## src/rtl/bshift8_seq_if.sv

```systemverilog
// Request/result handshake bundle between a job producer/consumer and bshift8_seq.
interface bshift8_seq_if;
  logic        req_valid;
  logic        req_ready;
  logic [7:0]  req_data;
  logic [1:0]  req_npass;
  logic [11:0] req_amt;
  logic        res_valid;
  logic        res_ready;
  logic [7:0]  res_data;

  // Side that offers jobs and takes results.
  modport master (
    output req_valid, req_data, req_npass, req_amt, res_ready,
    input  req_ready, res_valid, res_data
  );

  // The sequencer itself.
  modport slave (
    input  req_valid, req_data, req_npass, req_amt, res_ready,
    output req_ready, res_valid, res_data
  );
endinterface

```

## src/rtl/bshift8_seq.sv

```systemverilog
// Multi-pass sequencer wrapped around an external 8-bit combinational barrel
// shifter: takes a job, runs 1-4 passes through the shifter, returns the word.
module bshift8_seq (
  input  logic             clk,
  input  logic             rst,
  bshift8_seq_if.slave     bus,
  output logic [7:0]       sh_in,
  output logic [2:0]       sh_s,
  input  logic [7:0]       sh_op,
  output logic             busy
);

  typedef enum logic [1:0] {IDLE, RUN, DONE} state_t;

  state_t      state_q, state_d;
  logic [7:0]  work_q,  work_d;
  logic [11:0] amt_q,   amt_d;
  logic [1:0]  npass_q, npass_d;
  logic [1:0]  pass_q,  pass_d;

  // State register: every flop clears on synchronous reset, which aborts any job.
  always_ff @(posedge clk) begin
    if (rst) begin
      state_q <= IDLE;
      work_q  <= 8'h00;
      amt_q   <= 12'h000;
      npass_q <= 2'd0;
      pass_q  <= 2'd0;
    end else begin
      state_q <= state_d;
      work_q  <= work_d;
      amt_q   <= amt_d;
      npass_q <= npass_d;
      pass_q  <= pass_d;
    end
  end

  // Next-state logic: capture a job in IDLE, fold one shifter pass per RUN cycle, wait for the consumer in DONE.
  always_comb begin
    state_d = state_q;
    work_d  = work_q;
    amt_d   = amt_q;
    npass_d = npass_q;
    pass_d  = pass_q;
    case (state_q)
      IDLE: begin
        if (bus.req_valid) begin
          state_d = RUN;
          work_d  = bus.req_data;
          amt_d   = bus.req_amt;
          npass_d = bus.req_npass;
          pass_d  = 2'd0;
        end
      end
      RUN: begin
        work_d = sh_op;
        if (pass_q == npass_q) begin
          state_d = DONE;
        end else begin
          pass_d = pass_q + 2'd1;
        end
      end
      DONE: begin
        if (bus.res_ready) begin
          state_d = IDLE;
        end
      end
      default: state_d = IDLE;
    endcase
  end

  // Outputs depend only on registers, so the shifter inputs change only at clock edges.
  always_comb begin
    sh_in         = work_q;
    bus.res_data  = work_q;
    bus.req_ready = (state_q == IDLE);
    bus.res_valid = (state_q == DONE);
    busy          = (state_q != IDLE);
    sh_s          = 3'd0;
    if (state_q == RUN) begin
      case (pass_q)
        2'd0:    sh_s = amt_q[2:0];
        2'd1:    sh_s = amt_q[5:3];
        2'd2:    sh_s = amt_q[8:6];
        default: sh_s = amt_q[11:9];
      endcase
    end
  end

endmodule

```

## src/flat_wrapper.sv

```systemverilog
// flat-port wrapper written by rule: the top's interface ports become plain ports
module bshift8_seq_flat 
  (clk, rst, sh_in, sh_s, sh_op, busy, bus_req_valid, bus_req_data, bus_req_npass, bus_req_amt, bus_res_ready, bus_req_ready, bus_res_valid, bus_res_data);
  bshift8_seq_if bus_i ();
  input  logic clk;
  input  logic rst;
  output logic [7:0] sh_in;
  output logic [2:0] sh_s;
  input  logic [7:0] sh_op;
  output logic busy;
  input wire logic [$bits(bus_i.req_valid)-1:0] bus_req_valid;
  input wire logic [$bits(bus_i.req_data)-1:0] bus_req_data;
  input wire logic [$bits(bus_i.req_npass)-1:0] bus_req_npass;
  input wire logic [$bits(bus_i.req_amt)-1:0] bus_req_amt;
  input wire logic [$bits(bus_i.res_ready)-1:0] bus_res_ready;
  output wire logic [$bits(bus_i.req_ready)-1:0] bus_req_ready;
  output wire logic [$bits(bus_i.res_valid)-1:0] bus_res_valid;
  output wire logic [$bits(bus_i.res_data)-1:0] bus_res_data;
  assign bus_i.req_valid = bus_req_valid;
  assign bus_i.req_data = bus_req_data;
  assign bus_i.req_npass = bus_req_npass;
  assign bus_i.req_amt = bus_req_amt;
  assign bus_i.res_ready = bus_res_ready;
  assign bus_req_ready = bus_i.req_ready;
  assign bus_res_valid = bus_i.res_valid;
  assign bus_res_data = bus_i.res_data;
  bshift8_seq u_core (.clk(clk), .rst(rst), .bus(bus_i), .sh_in(sh_in), .sh_s(sh_s), .sh_op(sh_op), .busy(busy));
endmodule
```

## config.mk

```make
export PLATFORM = sky130hd
export DESIGN_NAME = bshift8_seq_flat
export DESIGN_NICKNAME = d
export VERILOG_FILES = /design/src/rtl/bshift8_seq_if.sv /design/src/rtl/bshift8_seq.sv /design/src/flat_wrapper.sv
export SDC_FILE = /design/constraint.sdc
export NUM_CORES = 1
export LEC_CHECK = 0
export BUFFER_PORTS_ARGS = -buffer_cell sky130_fd_sc_hd__buf_2
export CORE_UTILIZATION = 46
export DETAILED_ROUTE_END_ITERATION = 10
export PLACE_DENSITY_LB_ADDON = 0.15
export SETUP_SLACK_MARGIN = 0.02
export SLEW_MARGIN = 30
export SYNTH_ARGS = -nofsm -noshare
export SYNTH_HDL_FRONTEND = slang
export SYNTH_SLANG_ARGS = --single-unit
```

## constraint.sdc

```tcl
create_clock -name clk -period 1.8 [get_ports clk]
set_input_delay 0.18 -clock clk [delete_from_list [all_inputs] [get_ports clk]]
set_output_delay 0.18 -clock clk [all_outputs]
set_load 0.05 [all_outputs]
```

After elaboration in Yosys (flattened, before gate mapping)
Cells that the tools add are included.
Widths: inputs -> output; s select.
{"block": "word_totals", "regBits": 26}
{"block": "classes", "add_sub_neg": 1, "mux": 11, "eq_ne": 9, "n_reduce_logical": 8}
{"operator": "$pmux 8 s2", "count": 1}
{"operator": "$mux 2", "count": 5}
{"operator": "$pmux 3 s3", "count": 1}
{"operator": "$mux 8", "count": 1}
{"operator": "$ne 2x2->1 const B", "count": 3}
{"operator": "$pmux 2 s3", "count": 1}
{"operator": "$reduce_and 3->1", "count": 2}
{"operator": "$eq 2x1->1 const B", "count": 2}
{"operator": "$eq 2x2->1 const B", "count": 2}
{"operator": "$logic_not 2->1", "count": 2}
{"operator": "$pmux 2 s2", "count": 1}
{"operator": "$reduce_and 2->1", "count": 2}
{"operator": "$reduce_bool 2->1", "count": 2}
{"operator": "$mux 3", "count": 1}
{"operator": "$add 2x1->2 const B", "count": 1}
{"operator": "$eq 2x2->1", "count": 1}
{"operator": "$ne 2x1->1 const B", "count": 1}

Longest topological paths before layout
{"block": "depth", "word_depth": 3, "mapped_depth": 5}

Least setup slack after synthesis
OpenSTA, ideal clock, no wires.
{"block": "synth_timing", "kind": "register to output", "from": "register u_core.state_q[1]", "to": "output busy", "path_stages_with_launch": 3, "required_ns": 1.620, "path_buffers": 0, "arrival_ns": 1.534, "path_slack_ns": 0.086, "cell_sequence": "dfxtp_1 > nor2_1 > inv_1"}
{"block": "synth_via", "elab_chain_len": 1}
{"item": "from (decl)", "line": "bshift8_seq.sv:15", "source": "state_t state_q, state_d;"}
{"item": "from (signal assigned)", "line": "bshift8_seq.sv:30", "source": "state_q <= state_d;"}
{"item": "$reduce_bool 2->1", "line": "bshift8_seq.sv:78", "source": "busy = (state_q != IDLE);"}
{"item": "to (decl)", "line": "flat_wrapper.sv:10", "source": "output logic busy;"}
Every way passes these cells.

Final worst setup path
{"block": "layout_timing", "from": "register u_core.pass_q[1]", "to": "output sh_s[1]"}
{"block": "layout_via", "elab_chain_len": 3}
{"item": "from (decl)", "line": "bshift8_seq.sv:19", "source": "logic [1:0] pass_q, pass_d;"}
{"item": "from (signal assigned)", "line": "bshift8_seq.sv:34", "source": "pass_q <= pass_d;"}
{"item": "$eq 2x2->1 (tied with other cells)", "line": "bshift8_seq.sv:81", "source": "case (pass_q)"}
{"item": "$pmux 3 s3 *", "line": "bshift8_seq.sv:81"}
{"item": "$mux 3 *", "line": "bshift8_seq.sv:80", "source": "if (state_q == RUN) begin"}
{"item": "to (decl)", "line": "flat_wrapper.sv:8", "source": "output logic [2:0] sh_s;"}
Every way passes the cells marked *; elsewhere a longest branch is shown, timed or not.

==> results.md <==
- CTS tree: done
- Core Region: 0.00252 sq mm
- Post-synth net total: 184
- Critical path class: reg -> out
- Worst r2r src: u_core.pass_q[1]
- Std cell rows: 18
- Routed Antenna Nets: 0
- Synthesized area per cell: 8.49 sq um
- Final min period: between 1500 and 2000 ps
- Top FF cell, synth: dfxtp_1
- CP Capture Type: primary output
- Post-synthesis adder-cell area fraction: roughly 4%
- Finished Core Util: 65.2%
- Simple-gate share of the synthesized area: between 10% and 20%
- Root Buffer: clkbuf_4
- Hold-fix buffers, CTS: 0
- RSZ-0062 raised after global routing: true
- Vias in the first global route: 1,074
- Final hold violation count: 0
- Initial core utilization: around half
- Buffers on Ports: 55
- Seq/Total Area, Yosys: 42.0%
- Layout area overhead: 32.7%
- Total power divided by cell area: around 890 mW/mm^2
- Final setup fails: 3
- Largest family of logic cells by synthesized area: compound AO/OA/AOI/OAI gates
- Mux share of post-synthesis cell area: between 1.5 and 2%
- Largest net degree at the start of global routing: 18
- Worst-path clk slew: 150 ps
- Final TNS setup: -205 ps
- Clk_skew: 10.7 ps
- First-pass GRT wire length: 4440 um
- CP Launch Point: u_core.pass_q[1]
- Synth area leader: dfxtp_1
- Synth Warn #: 0
- GR Util All Layers: a little over a fifth
- 1st-pass router iterations: 4
- Fmax: about 530 MHz
- Finished Cell Area: roughly 0.0016 sq mm
- Slew headroom: between 60% and 70%
- Via/cell ratio: around 5
- Total Power: 1.46 mW
- Post-Syn Area: 0.00124 sq mm
- DR iter-0 viols: 26
- Synth Area in Compound Gates: about a fifth
- Crit path to: sh_s[1]
- Top post-synthesis cells by area: dfxtp_1, nand2_1, a21oi_1
- Die Height: roughly 54 um
- Fill cell total of the finished layout: 231
- CTS Buf Count: 3
- Worst-skew pair later-pin latency: between 300 and 400 ps
- Failing checks: setup timing
- Share of the synthesized area in the top cell type: between 40% and 50%
- Max_cap viols: 0
- Worst reg2reg path endpoint: u_core.pass_q[0]
- Final wirelength: 2890 um
- Synth unique cells: 26
- Overflow after GRT: 0
- Die Area: around 0.0029 sq mm
- I/O pin count: 56
- DR vias: around 1,200
- Status: finished with violations
- # H-tree levels: 1
- Crit-path max FO: 3
- Post-DP HPWL: a little over 2000 um
- Crit start category: register
- Pre-CTS setup slack: around 64 ps
- Max clock buf depth: 2
- Lkg Pwr: 0.758 nW
- Avg WL per Cell: roughly 13 um
- Arrival time at the worst endpoint: roughly 1700 ps
- Die X: 53.9 um
- Gp weighted congestion: around 0.77
- Peak supply drop: a little over 700 uV
- Actual slew at the worst max-slew pin: 462 ps
- Crit share post-route: 105%
- Post-Synth XOR/XNOR Area: under 10%
- Number of synthesized flops with an enable pin: 0
- Final Max Slew Viols: 0
- Sink Count: 26
- Final net count: roughly 240
- Initial antenna violation count: 0
- # diodes: 0
- FF-to-FF setup slack: approximately 210 ps
- R2R depth: 6
- DR DRC count: 0
- Synth Instances: roughly 150
- CP required: roughly 1600 ps
- Layout cell share with drive strength beyond 1: about two fifths
- Final WS setup: -88.7 ps
- Asr flop ratio synth: 0%
- Area post-placement: ~0.0015 sq mm
- Post-synthesis register bit count: 26
- Hold WC Path Type: in -> reg
## stage by stage
stage,hold slack (ps),cells
3_3_place_gp,420,219
5_1_grt,55.9,230
6_report,74.5,230
4_1_cts,62.6,228
3_5_place_dp,428,219
2_1_floorplan,316,146
## layout by cell type, fill, tap and decap left out, types with 2 or more instances in the layout
master    Yosys  final
inv_1         4      2
o21ai_1       0      3
a22oi_1       8      8
buf_6         1      4
buf_4        10     10
nor2_1        3      3
nor2b_1       2      2
ha_4          0      3
and2_1        3      3
nor3_1        2      2
mux2_2        2      2
a21oi_1      22     22
dfxtp_1      26     24
buf_2         1     52
xnor2_1       2      2
a222oi_1      3      3
nand2_1      39     39
clkbuf_4      0      3
## per-layer routing
metal  vias to the layer above  track usage (%)  wire [um]
met2                        30             37.4       1480
met5                         -                0          0
met3                         4             3.11        113
li1                        602                -          -
met4                         0             10.1         36
met1                       527             25.5       1260
## flip-flops by register name (all words and copies together), names as in the netlist
signal,cells
u_core.state_q,2
u_core.amt_q,12
u_core.npass_q,2
u_core.bus.res_data,8
u_core.pass_q,2
## Yosys cell counts (2+ instances only)
cell and instances:
and2_1 3, o21ai_0 3, clkbuf_1 3, a22oi_1 8
nor2b_1 2, a21oi_1 22, xnor2_1 2, dfxtp_1 26
inv_1 4, ha_1 4, nor2_1 3, buf_4 10
a222oi_1 3, nand2_1 39, nor3_1 2, mux2_2 2
## worst max-delay path, cell delays in order (launching register included)
cell	delay, ps
dfxtp_2	400
inv_4	60
ha_4	160
a222oi_1	350
o21ai_1	100
and2_1	170
buf_6	150
## power breakdown
group          internal (mW)  switching [mW]
logic                  0.132           0.275
registers              0.619          0.0334
clock network          0.225           0.172
## logic make-up after synthesis
group	count (synthesis)
AOI/OAI and AO/OA	40
adders and majority gates	4
xor gates and xnor gates	2
muxes	2
DFF	26
buffers and inverters	20
and+or+nand+nor	52
## worst min-delay path by stage
stage	start	to	depth (start not counted)
after floorplan	bus_req_amt[0]	u_core.amt_q[0]	2
after global routing	bus_req_amt[0]	u_core.amt_q[0]	3
after detailed placement	bus_req_amt[0]	u_core.amt_q[0]	3
final	bus_req_amt[7]	u_core.amt_q[7]	3
after CTS	bus_req_amt[0]	u_core.amt_q[0]	3
after global placement	bus_req_amt[0]	u_core.amt_q[0]	3
## cell type report
type                    instances  area [sq um]  share of cell area (%)
repair buffers                 66           380                    23.1
well taps                      30          37.5                    2.28
flip-flops and latches         26           526                    31.9
multi-input cells             100           627                    38.1
clock buffers                   3          22.5                    1.37
clock inverters                 1          30.0                    1.83
inverters                       4          22.5                    1.37
## repair_timing
action	in CTS	in global routing
pin swaps	6	6
gates cloned	0	0
gates resized for setup	21	4
setup buffers	5	2
setup endpoints to repair	3	3
Note: power is estimated with default switching activity, not from simulation.
